<file path="src/rtl/fifo_rx_pkg.sv">
// Shared types and defaults for the FT245 receive path (fifo_rx).
// Build option: FIFO_RX_BUFFER_EN selects a 4-entry store instead of a holding register.
package fifo_rx_pkg;

    typedef enum logic [1:0] {
        IDLE    = 2'd0,
        STROBE  = 2'd1,
        RECOVER = 2'd2
    } state_t;

    localparam int SYNC_STAGES_DEF       = 2;
    localparam int RD_PULSE_CYCLES_DEF   = 3;
    localparam int RD_RECOVER_CYCLES_DEF = 3;
    localparam int BUF_DEPTH             = 4;

endpackage

</file>
<file path="src/rtl/fifo_rx_buf.sv">
// Output store for fifo_rx: holding register by default, or a 4-entry circular
// buffer when FIFO_RX_BUFFER_EN is defined.
module fifo_rx_buf
    import fifo_rx_pkg::*;
(
    input  logic       clock,
    input  logic       reset,
    input  logic       push,
    input  logic [7:0] data_in,
    output logic       space,
    output logic [7:0] out_data,
    output logic       out_valid,
    input  logic       out_ready
);

`ifdef FIFO_RX_BUFFER_EN
    logic [7:0] r_mem [BUF_DEPTH];
    logic [1:0] r_wp;
    logic [1:0] r_rp;
    logic [2:0] r_cnt;
    logic       w_pop;

    assign w_pop     = (r_cnt != 3'd0) && out_ready;
    assign space     = r_cnt < 3'(BUF_DEPTH);
    assign out_valid = r_cnt != 3'd0;
    assign out_data  = r_mem[r_rp];

    always_ff @(posedge clock or posedge reset) begin
        if (reset) begin
            for (int i = 0; i < BUF_DEPTH; i++) r_mem[i] <= 8'h00;
            r_wp  <= 2'd0;
            r_rp  <= 2'd0;
            r_cnt <= 3'd0;
        end else begin
            if (push) begin
                r_mem[r_wp] <= data_in;
                r_wp        <= r_wp + 2'd1;
            end
            if (w_pop) r_rp <= r_rp + 2'd1;
            case ({push, w_pop})
                2'b10:   r_cnt <= r_cnt + 3'd1;
                2'b01:   r_cnt <= r_cnt - 3'd1;
                default: r_cnt <= r_cnt;
            endcase
        end
    end
`else
    logic [7:0] r_data;
    logic       r_valid;

    // A pop frees the register in the same cycle, so a capture may land on it.
    assign space     = !r_valid || out_ready;
    assign out_valid = r_valid;
    assign out_data  = r_data;

    always_ff @(posedge clock or posedge reset) begin
        if (reset) begin
            r_data  <= 8'h00;
            r_valid <= 1'b0;
        end else if (push) begin
            r_data  <= data_in;
            r_valid <= 1'b1;
        end else if (out_ready) begin
            r_valid <= 1'b0;
        end
    end
`endif

endmodule

</file>
<file path="src/rtl/fifo_rx.sv">
// FT245 asynchronous-FIFO receive engine: synchronizes RXF#, strobes RD#, captures
// bytes into fifo_rx_buf (depth set by FIFO_RX_BUFFER_EN).
module fifo_rx
    import fifo_rx_pkg::*;
#(
    parameter int SYNC_STAGES       = SYNC_STAGES_DEF,
    parameter int RD_PULSE_CYCLES   = RD_PULSE_CYCLES_DEF,
    parameter int RD_RECOVER_CYCLES = RD_RECOVER_CYCLES_DEF
) (
    input  logic       clock,
    input  logic       reset,
    input  logic       fifo_rxf_n,
    input  logic [7:0] fifo_d,
    output logic       fifo_rd_n,
    output logic [7:0] out_data,
    output logic       out_valid,
    input  logic       out_ready,
    output logic       busy
);

    logic [SYNC_STAGES-1:0] r_sync;
    logic                   w_rxf_s;
    state_t                 r_state, w_state_nxt;
    logic [3:0]             r_cnt, w_cnt_nxt;
    logic                   r_rd_n, w_rd_n_nxt;
    logic                   w_push;
    logic                   w_space;

    always_ff @(posedge clock or posedge reset) begin
        if (reset) r_sync <= '1;
        else       r_sync <= {r_sync[SYNC_STAGES-2:0], fifo_rxf_n};
    end
    assign w_rxf_s = r_sync[SYNC_STAGES-1];

    always_ff @(posedge clock or posedge reset) begin
        if (reset) begin
            r_state <= IDLE;
            r_cnt   <= 4'd0;
            r_rd_n  <= 1'b1;
        end else begin
            r_state <= w_state_nxt;
            r_cnt   <= w_cnt_nxt;
            r_rd_n  <= w_rd_n_nxt;
        end
    end

    // RD# is registered from the next state, so it falls on the edge that enters STROBE.
    always_comb begin
        w_state_nxt = r_state;
        w_cnt_nxt   = r_cnt;
        w_rd_n_nxt  = 1'b1;
        w_push      = 1'b0;
        case (r_state)
            IDLE: begin
                if (!w_rxf_s && w_space) begin
                    w_state_nxt = STROBE;
                    w_cnt_nxt   = 4'd0;
                    w_rd_n_nxt  = 1'b0;
                end
            end
            STROBE: begin
                if (r_cnt == 4'(RD_PULSE_CYCLES - 1)) begin
                    w_state_nxt = RECOVER;
                    w_cnt_nxt   = 4'd0;
                    w_push      = 1'b1;
                end else begin
                    w_cnt_nxt  = r_cnt + 4'd1;
                    w_rd_n_nxt = 1'b0;
                end
            end
            RECOVER: begin
                if (r_cnt == 4'(RD_RECOVER_CYCLES - 1)) begin
                    w_state_nxt = IDLE;
                    w_cnt_nxt   = 4'd0;
                end else begin
                    w_cnt_nxt = r_cnt + 4'd1;
                end
            end
            default: begin
                w_state_nxt = IDLE;
                w_cnt_nxt   = 4'd0;
            end
        endcase
    end

    fifo_rx_buf u_buf (
        .clock     (clock),
        .reset     (reset),
        .push      (w_push),
        .data_in   (fifo_d),
        .space     (w_space),
        .out_data  (out_data),
        .out_valid (out_valid),
        .out_ready (out_ready)
    );

    assign fifo_rd_n = r_rd_n;
    assign busy      = r_state != IDLE;

endmodule

</file>
<file path="config.mk">
export PLATFORM = sky130hd
export DESIGN_NAME = fifo_rx
export DESIGN_NICKNAME = d
export VERILOG_FILES = /design/src/rtl/fifo_rx_pkg.sv /design/src/rtl/fifo_rx_buf.sv /design/src/rtl/fifo_rx.sv
export SDC_FILE = /design/constraint.sdc
export NUM_CORES = 1
export LEC_CHECK = 0
export CAP_MARGIN = 20
export CELL_PAD_IN_SITES_DETAIL_PLACEMENT = 0
export CELL_PAD_IN_SITES_GLOBAL_PLACEMENT = 1
export CORE_UTILIZATION = 40
export CTS_BUF_LIST = sky130_fd_sc_hd__clkbuf_4 sky130_fd_sc_hd__clkbuf_8 sky130_fd_sc_hd__clkbuf_16
export DETAILED_ROUTE_END_ITERATION = 12
export HOLD_SLACK_MARGIN = 0.06
export PLACE_DENSITY = 0.94
export SKIP_CTS_REPAIR_TIMING = 1
export SYNTH_ARGS = -nofsm -noshare
export SYNTH_HDL_FRONTEND = slang
export SYNTH_SLANG_ARGS = --single-unit
</file>
<file path="constraint.sdc">
create_clock -name clock -period 4.5 [get_ports clock]
set_input_delay 0.675 -clock clock [delete_from_list [all_inputs] [get_ports clock]]
set_output_delay 0.675 -clock clock [all_outputs]
set_load 0.02 [all_outputs]
</file>
# After elaboration in Yosys (flattened, before gate mapping)
# Index checks and enable logic that the tools add are counted.
[word_totals] register_bits=18 inputBits=12 output_inout_bits=11 wordCells=35
[op_classes] addsub=1 eq_ne=6 mux=13 n_reduce_logical=9
[op_table] operator="4-bit 2-to-1 mux" count=2
[op_table] operator="4-bit case mux with 2 select lines" count=1
[op_table] operator="2-bit 2-to-1 mux" count=3
[op_table] operator="2-bit != test, second input constant" count=3
[op_table] operator="2-bit case mux with 3 select lines" count=1
[op_table] operator="1-bit 2-to-1 mux" count=5
[op_table] operator="4-bit by 1-bit adder with 4-bit output, second input constant" count=1
[op_table] operator="4-bit by 2-bit == test with 1-bit output, second input constant" count=1
[op_table] operator="2-bit nonzero test" count=2
[op_table] operator="3-bit AND reduction" count=1
[op_table] operator="2-bit by 1-bit == test with 1-bit output, second input constant" count=1
[op_table] operator="2-bit == test, second input constant" count=1
[op_table] operator="1-bit logical NOT" count=2
[op_table] operator="2-bit logical NOT" count=1
[op_table] operator="1-bit case mux with 2 select lines" count=1
[op_table] operator="2-bit OR reduction" count=1
[op_table] operator="1-bit logical AND" count=1
[op_table] operator="1-bit logical OR" count=1

# Depth between registers and ports, before layout
[logic_depth] depth_word=5 depth_mapped=5

# Cells and area by module
# A second synthesis with hierarchy kept.
[unflattened] hier_cells=69 hier_area_um2=892.1
[modules_own_cells] module="fifo_rx" instances=1 cells_each=48 area_per_inst_um2=519.2
[modules_own_cells] module="fifo_rx_buf" instances=1 cells_each=21 area_per_inst_um2=372.9

# Worst setup path after synthesis
# OpenSTA, ideal clock, no wires.
[synth_path] path_kind="flip-flop to output port" from="register r_state[0]" to="output busy" t_arrival_ns=0.831 slack_ns=2.994 path_stages_with_launch=4 n_path_buf=0 path_cell_list="dfrtp_1 -> inv_1 -> ha_1 -> inv_1"
[synth_via] elab_chain_cells=1
[synth_rtl] item="start, declared" line_no="fifo_rx.sv:23" source="state_t r_state, w_state_nxt;"
[synth_rtl] item="start signal, assigned" line_no="fifo_rx.sv:41" source="r_state <= w_state_nxt;"
[synth_rtl] item="2-bit nonzero test" line_no="fifo_rx.sv:98" source="assign busy = r_state != IDLE;"
[synth_rtl] item="end, declared" line_no="fifo_rx.sv:18" source="output logic busy"
# No other way between the ends.

# Final worst setup path
# Ends and elaborated chain as after synthesis.

==> results.ini <==
[layout]
n_antenna_cell=0
layout_commonest_cell=clkdlybuf4s50_1
layout_common_cells=clkdlybuf4s50_1 (22), dfrtp_1 (15), mux2_4 (8)
drive_gt1_share_pct=25.27
final_area_um2=1152
area_growth_pct=32.71
nets=110

[critical_path]
crit_type=reg -> out
reg2reg_depth=5
crit_top_cell=inv_1
cp.arrival_ps=1680
path_cells=inv_1 > ha_1 > inv_1 > clkdlybuf4s50_1
cp-start-kind=flop
worst-path-stages=4
slowest_delay_ps=590
path_buf_inv=3
cp-end-kind=output port
cpMaxStageDelayCell=clkdlybuf4s50_1
reg2reg_from=r_state[1]$_DFFE_PP0P_
worstPathRequired_ps=3830
crit_end=busy
regToRegSetupSlack_ps=2960
cp_top_family=buffers and inverters
reg2reg_to=r_state[0]$_DFFE_PP0P_
startpoint=r_state[0]$_DFFE_PP0P_
cp_max_fo=4

[drt]
vias_per_cell=4.754
finalWirelength_um=1516
first_pass_iters=4
drtAntennaViolNets=0
wl_per_cell_um=12.85
dr_total_vias=561
drt_iter0_drc=15
drc=0

[synthesis]
synth_cell_types=24
synth_edf_count=0
ys_async_sr_fraction_pct=100.0
synth_cells=65
syn_avg_cell_area_um2=13.36
syn_area_um2=868.3
yosys_warnings=0
ys_seq_area_share_pct=52.31
synthFlopType=dfrtp_1
syn_nets=83
ys_seq_elements=18

[floorplanning]
die_width_um=48.59
start_util_pct=43.38
io_pins=23
rows=16
die_area_um2=2361
die_h_um=48.59
core_um2=2002

[pwr]
pwr-share-seq_pct=34.1
powerDensity_nw_per_um2=686.5
p_leak_nw=0.5219
power_mw=0.7910
swShare_pct=36.88
combPwrFrac_pct=54.7
clkPwrFrac_pct=11.1
peakVddDrop_uv=318.2
switching_power_mw=0.2917
internal-power_mw=0.4993

[cts]
cts_tree=yes
clockRootBuffer=clkbuf_4
cts_made_buffers=3
clk_pin_slew_ps=100
htree_levels=1
insertion_delay_ps=300
clkSinkCount=18
clk_path_buf_depth=2

[sta]
skew_ps=13.21
worst_slew_pin_slew_ps=653.8
final-setup-viol-count=0
finalCriticalPeriod_ps=2355
tns_ps=0
rsz0062_at_grt=no
max_freq_ghz=0.4247
fin_crit_sh_pct=52.32
worst_slack_ps=2145
hold_violations=0
slew_viol_final=0
slew_headroom_pct=56.37

[global_route]
grt_pass1_vias=554
grt_overflow=0
grt.total_usage_pct=15.41
grt_max_degree=19
antenna_found_initial=0
grt_pass1_wl_um=2635

[status]
status=finished, final reports clean

[placement]
dpl.hpwl_um=1148
gp_congestion=0.7025
port-buffer-count=22
dpl_cell_area_um2=1122
pre_cts_ws_ps=2463

[run]
maxCapViolCount=0

[worst_hold_path]
min_path_type=reg -> reg

## flip-flops by register name, indices dropped and copies added (netlist names)
signal           cells
r_cnt                4
fifo_rd_n            1
r_sync               2
r_state              2
u_buf.out_valid      1
u_buf.out_data       8
## worst reg2reg max path: cells and delay by family, from the launching register on
| family | cells | cell delay (ps) |
|---|---|---|
| adder cells (fa/ha/maj) | 1 | 360 |
| flip-flops | 1 | 410 |
| AO/OA/AOI/OAI | 1 | 120 |
| buffers and inverters | 1 | 110 |
| multiplexers | 1 | 330 |
| AND/OR/NAND/NOR | 1 | 100 |
## through the flow
stage / hold WS [ps] / std cells / utilization (%)
floorplan: 345.2 / 65 / -
global placement: 347.9 / 114 / 56.06
detailed placement: 347.8 / 114 / 56.06
CTS: 361.6 / 118 / 57.56
global route: 371.0 / 118 / 57.56
finish: 359.6 / 118 / 57.56
## kinds of logic (layout without fill, tap and decap cells)
family	after synthesis	count (layout)	share of synthesized area, %
and+or+nand+nor	13	13	10.66
AOI/OAI and AO/OA	14	14	11.10
adders and majority gates	6	6	8.645
muxes	9	9	15.13
DFF	18	18	52.31
buffers and inverters	5	31	2.162
## how the worst min path moves through the flow
stage	from	endpoint	slack (ps)	cells after the start
floorplan	r_sync[0]$_DFF_PP1_	r_sync[1]$_DFF_PP1_	350	0
global placement	r_sync[0]$_DFF_PP1_	r_sync[1]$_DFF_PP1_	350	0
detailed placement	r_sync[0]$_DFF_PP1_	r_sync[1]$_DFF_PP1_	350	0
CTS	r_sync[0]$_DFF_PP1_	r_sync[1]$_DFF_PP1_	360	0
global route	r_sync[0]$_DFF_PP1_	r_sync[1]$_DFF_PP1_	370	0
finish	r_sync[0]$_DFF_PP1_	r_sync[1]$_DFF_PP1_	360	0
## per-layer routing
layer | vias to the layer above | global-route usage [%] | share of wire, % | wire, um
li1 | 273 | - | - | -
met1 | 274 | 18.95 | 45 | 677
met2 | 10 | 23.94 | 50 | 755
met3 | 4 | 4.717 | 3.0 | 45
met4 | 0 | 8.824 | 2.5 | 38
met5 | - | 0 | 0 | 0
## cell type report
cell class	instances	area, um2
multi-input combinational	42	395.4
inverter	5	18.77
tap	27	33.78
clock buffer	4	30.03
fill	177	849.6
sequential	18	454.2
timing repair buffer	22	220.2
## power by group through the flow
stage / Combinational, mW / Clock, mW / Sequential [mW]
floorplan: 0.231 / 0 / 0.325
global placement: 0.428 / 0 / 0.270
detailed placement: 0.435 / 0 / 0.275
CTS: 0.437 / 0.0927 / 0.272
global route: 0.465 / 0.0997 / 0.279
finish: 0.433 / 0.0879 / 0.270
## synthesized netlist by cell type, types with 2 or more instances
library cell	n	area, um2
nand2_1	3	11.26
a21oi_1	3	15.01
mux2_4	8	120.1
ha_1	6	75.07
dfrtp_1	15	375.4
inv_1	5	18.77
nand3_1	2	10.01
o21ai_0	5	25.02
dfstp_2	3	78.83
No activity file was read; power rests on OpenSTA's default activity.
